File: src/rtl/program_counter_sequencer.sv
// Fetch/issue/branch sequencer driving instruction memory and the ALU control path.
// Optional return stack for call/return jumps is enabled by PC_SEQUENCER_RETURN_STACK_EN.
module program_counter_sequencer (
  input  logic        clk,
  input  logic        rst_n,
  output logic        imem_req,
  output logic [15:0] imem_addr,
  input  logic        imem_ack,
  input  logic [15:0] imem_data,
  input  logic        zeroflag,
  input  logic        signflag,
  input  logic        overflow,
  input  logic        errorbit,
  output logic        exec_valid,
  output logic [15:0] exec_instruction,
  input  logic        exec_done,
  input  logic        halt_req,
  output logic [15:0] pc,
  output logic        halted
);

  typedef enum logic [2:0] {StIdle, StFetch, StIssue, StBranch, StHalt} state_e;

  state_e      state_q, state_d;
  logic [15:0] pc_q, pc_d;
  logic [15:0] ir_q, ir_d;
  logic [3:0]  flags_q, flags_d;  // {errorbit, overflow, signflag, zeroflag}
  logic        br_taken;
  logic        br_call;
  logic        br_ret;
  logic [15:0] br_offset;
  logic [15:0] ret_addr;

`ifdef PC_SEQUENCER_RETURN_STACK_EN
  logic [15:0] stack_q [4];
  logic [1:0]  top_q;
  logic [2:0]  count_q;
  logic        push_en;
  logic        pop_en;

  assign ret_addr = stack_q[top_q];
  assign push_en  = (state_q == StBranch) && br_call;
  assign pop_en   = (state_q == StBranch) && br_ret;

  // Circular buffer: pushing when full overwrites the oldest entry.
  always_ff @(posedge clk) begin
    if (!rst_n) begin
      top_q   <= 2'd0;
      count_q <= 3'd0;
    end else if (push_en) begin
      top_q                  <= top_q + 2'd1;
      stack_q[top_q + 2'd1]  <= pc_q + 16'd1;
      count_q                <= (count_q == 3'd4) ? 3'd4 : count_q + 3'd1;
    end else if (pop_en) begin
      top_q   <= top_q - 2'd1;
      count_q <= count_q - 3'd1;
    end
  end
`else
  assign ret_addr = 16'h0000;
`endif

  assign br_offset = {{8{ir_q[7]}}, ir_q[7:0]};

  always_comb begin
    br_taken = 1'b0;
    br_call  = 1'b0;
    br_ret   = 1'b0;
    unique case (ir_q[11:8])
      4'd0:    br_taken = 1'b1;
      4'd1:    br_taken = flags_q[0];
      4'd2:    br_taken = !flags_q[0];
      4'd3:    br_taken = flags_q[1];
      4'd4:    br_taken = !flags_q[1];
      4'd5:    br_taken = flags_q[2];
      4'd6:    br_taken = flags_q[3];
`ifdef PC_SEQUENCER_RETURN_STACK_EN
      4'd7: begin
        br_taken = 1'b1;
        br_call  = 1'b1;
      end
      4'd8:    br_ret = (count_q != 3'd0);
`endif
      default: br_taken = 1'b0;
    endcase
  end

  always_comb begin
    state_d = state_q;
    pc_d    = pc_q;
    ir_d    = ir_q;
    flags_d = flags_q;
    unique case (state_q)
      StIdle: state_d = StFetch;
      StFetch: begin
        if (imem_ack) begin
          ir_d    = imem_data;
          state_d = (imem_data[15:12] == 4'hE) ? StBranch : StIssue;
        end
      end
      StIssue: begin
        if (exec_done) begin
          pc_d    = pc_q + 16'd1;
          flags_d = {errorbit, overflow, signflag, zeroflag};
          state_d = halt_req ? StHalt : StFetch;
        end
      end
      StBranch: begin
        if (br_ret)        pc_d = ret_addr;
        else if (br_taken) pc_d = pc_q + br_offset;
        else               pc_d = pc_q + 16'd1;
        state_d = halt_req ? StHalt : StFetch;
      end
      StHalt: begin
        if (!halt_req) state_d = StFetch;
      end
      default: state_d = StIdle;
    endcase
  end

  always_ff @(posedge clk) begin
    if (!rst_n) begin
      state_q <= StIdle;
      pc_q    <= 16'h0000;
      ir_q    <= 16'h0000;
      flags_q <= 4'h0;
    end else begin
      state_q <= state_d;
      pc_q    <= pc_d;
      ir_q    <= ir_d;
      flags_q <= flags_d;
    end
  end

  assign imem_req         = (state_q == StFetch);
  assign imem_addr        = pc_q;
  assign exec_valid       = (state_q == StIssue);
  assign exec_instruction = ir_q;
  assign pc               = pc_q;
  assign halted           = (state_q == StHalt);

endmodule

File: config.mk
export PLATFORM = sky130hd
export DESIGN_NAME = program_counter_sequencer
export DESIGN_NICKNAME = d
export VERILOG_FILES = /design/src/rtl/program_counter_sequencer.sv
export SDC_FILE = /design/constraint.sdc
export NUM_CORES = 1
export LEC_CHECK = 0
export ABC_AREA = 1
export CAP_MARGIN = 15
export CORE_MARGIN = 3
export CORE_UTILIZATION = 51
export CTS_BUF_LIST = sky130_fd_sc_hd__clkbuf_4
export CTS_CLUSTER_SIZE = 14
export DETAILED_ROUTE_END_ITERATION = 10
export PLACE_DENSITY = 0.82
export RECOVER_POWER = 100
export SYNTH_ARGS = -nofsm -noshare
export SYNTH_HDL_FRONTEND = slang
export SYNTH_SLANG_ARGS = --single-unit
File: constraint.sdc
create_clock -name clk -period 2.15 [get_ports clk]
set_input_delay 0.43 -clock clk [delete_from_list [all_inputs] [get_ports clk]]
set_output_delay 0.43 -clock clk [all_outputs]
set_load 0.03 [all_outputs]
### Word-level counts from Yosys, hierarchy flattened

Index checks and enable logic that the tools add are counted.

* register bits: 39
* input port bits: 25
* output and inout port bits: 51
* word-level logic and storage cells: 39

* add/sub/neg operators: 2
* equality and inequality tests: 14
* muxes and demuxes: 10
* reduce and logical (&&, ||, !) cells: 9

Operators by type and width (count)
* 16-bit 2-to-1 mux: 2
* 16-bit case mux with 2 select lines: 1
* 16-bit by 1-bit adder with 16-bit output, second input constant: 1
* 16-bit adder: 1
* 3-bit case mux with 5 select lines: 1
* 4-bit by 3-bit equality test with 1-bit output, second input constant: 3
* 3-bit 2-to-1 mux: 4
* 4-bit by 2-bit equality test with 1-bit output, second input constant: 2
* 1-bit case mux with 7 select lines: 1
* 3-bit by 2-bit equality test with 1-bit output, second input constant: 2
* 2-bit AND reduction: 3
* 4-bit by 1-bit equality test with 1-bit output, second input constant: 1
* 4-bit equality test, second input constant: 1
* 4-bit logical NOT: 1
* 2-bit by 1-bit != test with 1-bit output, second input constant: 2
* 3-bit by 1-bit equality test with 1-bit output, second input constant: 1
* 3-bit equality test, second input constant: 1
* 3-bit logical NOT: 1
* 3-bit AND reduction: 1
* 1-bit logical NOT: 2
* 2-bit != test, second input constant: 1
* 2-bit nonzero test: 1
* 1-bit 2-to-1 mux: 1

### Logic depth before layout (Yosys ltp)

Gate-level depths: netlist (run 1).

* word-level depth: 4
* gate-level depth with buffers: 12

### Worst setup path after synthesis (run 1)

Ideal clock, no wire load.

* path type: flip-flop to flip-flop
* from: reg pc_q[0], in the netlist imem_addr[0]
* to: reg pc_q[8], in the netlist imem_addr[8]
* library setup time: 0.123 ns
* arrival time: 1.793 ns
* required time: 2.027 ns
* slack: 0.234 ns
* cell stages (with the launch flop): 12
* buffers on the path: 0
* period minus slack after synthesis: 1.916 ns
* cells stage by stage: dfxtp_1 -> ha_1 -> fa_1 -> nand2_1 -> nand3_1 -> and2_1 -> nand2_1 -> nand2_1 -> nand2_1 -> nand2_1 -> o21ai_1 -> a21oi_1

* longest elaborated chain between the ends: 3
* elaborated cells between the ends (all ways): 5

RTL lines
* start, declared: RTL line 25 `logic [15:0] pc_q, pc_d;`
* start signal, assigned: RTL line 129 `pc_q <= pc_d;`
* 16-bit by 1-bit adder with 16-bit output or 16-bit adder (tied branches): RTL line 103, 111, 110
* 16-bit 2-to-1 mux, on equally long branches: RTL line 110, 102
* 16-bit case mux with 2 select lines *: RTL line 93 `unique case (state_q)`

Mark *: on every way between the ends. The rest lies on a longest branch, timed or not. The select of a mux whose other input is x is not followed.
A chain may end at the register's enable or synchronous reset.

### Final worst setup path (run 1)

* from: reg pc_q[9], in the netlist imem_addr[9]
* to: out imem_addr[9]

RTL lines
* end, declared: RTL line 7 `output logic [15:0] imem_addr,`

No word-level cell between the ends.

==> reports/results.ini, run 1 <==
[routing]
antenna_left = 0
detailroute.via_count = 3343
routedWlPerCell_um = 13.4
wl_um = 8460
first_drt_iteration_drcs = 239
vias_per_cell = 5.30
drcViolationCount = 0
drt_pre_antenna_iters = 5

[power]
clock_power_frac = 0.217
cellPowerDensity_nw_per_um2 = 476
power.switching_w = 0.000660
maximum_resistive_drop_on_vdd_mv = 0.407
power.share.combinational = 0.323
power.switching_fraction = 0.367
power_frac_seq = 0.460
standby_leakage_power_nw = 1.84
cell_internal_pwr_w = 0.00114
total_power_after_layout_w = 0.00180

[synthesis]
synth.cell_area_sq_um = 3040
synth_area_per_cell_sq_um = 6.15
netlist.top_cell.by_area = dfxtp_1
post-synth-top-area-fraction = 0.257
synth_warnings = 0
synthesis.nets = 536
share_of_synthesized_flip_flops_with_an_asynchronous_set_or_reset = 0
syn-instance-count = 494
synth_enable_flop_cells = 0
post_synth_main_area_contributors = dfxtp_1, nand2_1, inv_1
yosysUniqueCellTypes = 36
synth_seq_area_share = 0.257
synthFlopType = dfxtp_1
ys_seq_elements = 39

[cells_and_area]
instances_no_fill = 631
finalNetCount = 600
fill_cells = 518
syn_to_final_growth_pct = 24.5
final_layout_size_suffix_gt1_frac = 0.0465
antenna_cells = 0
seq_area_sq_um = 782
multi_input_area_sq_um = 1790

[global_routing]
met1_usage = 0.287
grt_util_met3 = 0.0575
grt_remaining_overflow = 0
grt_first_pass_wirelength_um = 13600
grt_most_used_layer = met2
grt_max_degree = 21
first_global_vias = 3053
grt_util_met2 = 0.409
antenna_found_initial = 0
grtUsageTotal = 0.238

[run_status]
run_status = complete, no violations

[worst_setup_path]
timing.setup.critical_path_class = flip-flop to output port
setup.worst_path.start_class = flip-flop
cp_data_arrival_time_ps = 1660
critical_path.cell_chain = clkdlybuf4s50_1
timing.critical_path.slowest_stage_cell = clkdlybuf4s50_1
cpPeakStageDelay_ps = 740
setup.worst_path.end_class = output port
critPathMaxFanout = 7
worst_path_dominant_cell_family = buffers and inverters
critPathRequiredTime_ps = 1720
crit_buf_inv = 1

[timing]
tightest_slew_ps = 701
final_hold_viol_count = 0
layout_skew_ps = 17.8
timing.slew.headroom = 0.533
postLayoutSetupSlackWorst_ps = 60.1
min_period_ps = 2090
drv_slew = 0
fin_crit_sh = 0.972
rsz0062_at_grt = no
setup_viol = 0
max_freq_mhz = 478
fin_tns_setup_ps = 0

[floorplanning]
row_count = 27
floorplan.io_pins = 76
x_dimension_of_the_die_um = 83.2
die-area_sq_um = 6920
die_h_um = 83.2
core_area_sq_um = 5640
start_util = 0.538

[cts]
worst_setup_hold_path_clk_slew_ps = 130
clock_latency_ps = 350
cts_hold_buf = 0
cts_root_buffer = clkbuf_4
clock_sink_count = 39
numCtsBuffers = 5
max-clock-path-buffers = 2
cts_tree = yes
cts_setup_buffers = 0
cts_max_level = 2

[placed_design]
routabilityCongestion = 0.904
place_inst = 623
numPortBuffers = 75
hpwl_after_detailed_placement_um = 6550
pre_cts_ws_ps = 212

[hold_path]
hold_path_class = flip-flop to flip-flop

[run]
max_cap_viol_count = 0

-- per-stage QoR --
step	utilization	hold WS [ps]	cell area [sq um]
6_report	0.670	487	3780
5_1_grt	0.670	537	3780
4_1_cts	0.675	488	3810
3_5_place_dp	0.665	466	3750
3_3_place_gp	0.665	461	3750
2_1_floorplan	-	444	3040
-- power by group through the flow --
stage	clock network [W]	registers [W]	logic, W
after floorplan	0	0.000918	0.000306
after global placement	0	0.000844	0.000587
after detailed placement	0	0.000845	0.000599
after CTS	0.000400	0.000830	0.000600
after global routing	0.000429	0.000836	0.000633
final	0.000390	0.000828	0.000581
-- cells by family after synthesis --
logic type      Yosys count  synth area share
simple gates            249             0.346
flops                    39             0.257
compound gates           78             0.135
fa+ha+maj                17            0.0725
xor+xnor                 13            0.0375
buf+inv                  98             0.152
-- area by class of cell --
type | count | share of cell area
multi-input combinational | 357 | 0.473
clock inverter | 2 | 0.00331
inverter | 71 | 0.0711
tap | 72 | 0.0238
clock buffer | 6 | 0.0119
timing repair buffer | 84 | 0.210
sequential | 39 | 0.207
-- state kept, by name, summed over array words and instances (netlist names) --
name              flops
exec_instruction     16
imem_addr            16
flags_q               4
state_q               3
-- timing repair --
item / 4_1_cts / 5_1_grt
gates cloned: 0 / 0
gates resized for setup: 4 / 2
endpoints found under the setup margin: 4 / 2
-- Yosys cell counts (4+ instances only) --
library cell / n
nand2_1: 127
nand4_1: 7
nor2_1: 64
o21ai_0: 31
inv_1: 67
xnor2_1: 4
dfxtp_1: 39
ha_1: 16
nand3_1: 38
a21oi_1: 33
xor2_1: 9
o21ai_1: 7
buf_4: 17
-- metal layers --
metal / wire, um / vias up
met4: 225 / 0
met2: 3950 / 138
met1: 3670 / 1493
met5: 0 / -
li1: - / 1692
met3: 617 / 20
-- worst paths after layout --
kind,startpoint,endpoint,slack [ps],cells after the start
max,imem_addr[9],imem_addr[9],60,1
min reg2reg,flags_q[1],flags_q[1],490,2
max reg2reg,imem_addr[0],imem_addr[12],170,10
min,flags_q[1],flags_q[1],490,2
-- placed cells by master (no fill, tap or decap), types with 2 or more instances in the layout --
cell type,instances
a31oi_1,2
clkbuf_1,3
xnor2_1,4
dfxtp_1,38
o21ai_1,7
nand2_1,127
a21oi_1,33
dlygate4sd2_1,3
clkbuf_4,6
nor3_1,2
clkbuf_2,2
nor2_4,2
o21ai_0,31
buf_4,6
o211ai_1,2
xor2_1,9
inv_2,2
inv_1,68
nor2_1,64
ha_1,16
and2_1,2
dlygate4sd3_1,31
nand3_1,38
nand4_1,7
clkdlybuf4s50_1,39
Power figures use the tool's default switching activity.
==> run 2: changes to the inputs <==
- CTS_CLUSTER_DIAMETER: unset -> 60
==> results of run 2 <==
No change in the layout: final DEF, timing and power equal those of run 1.
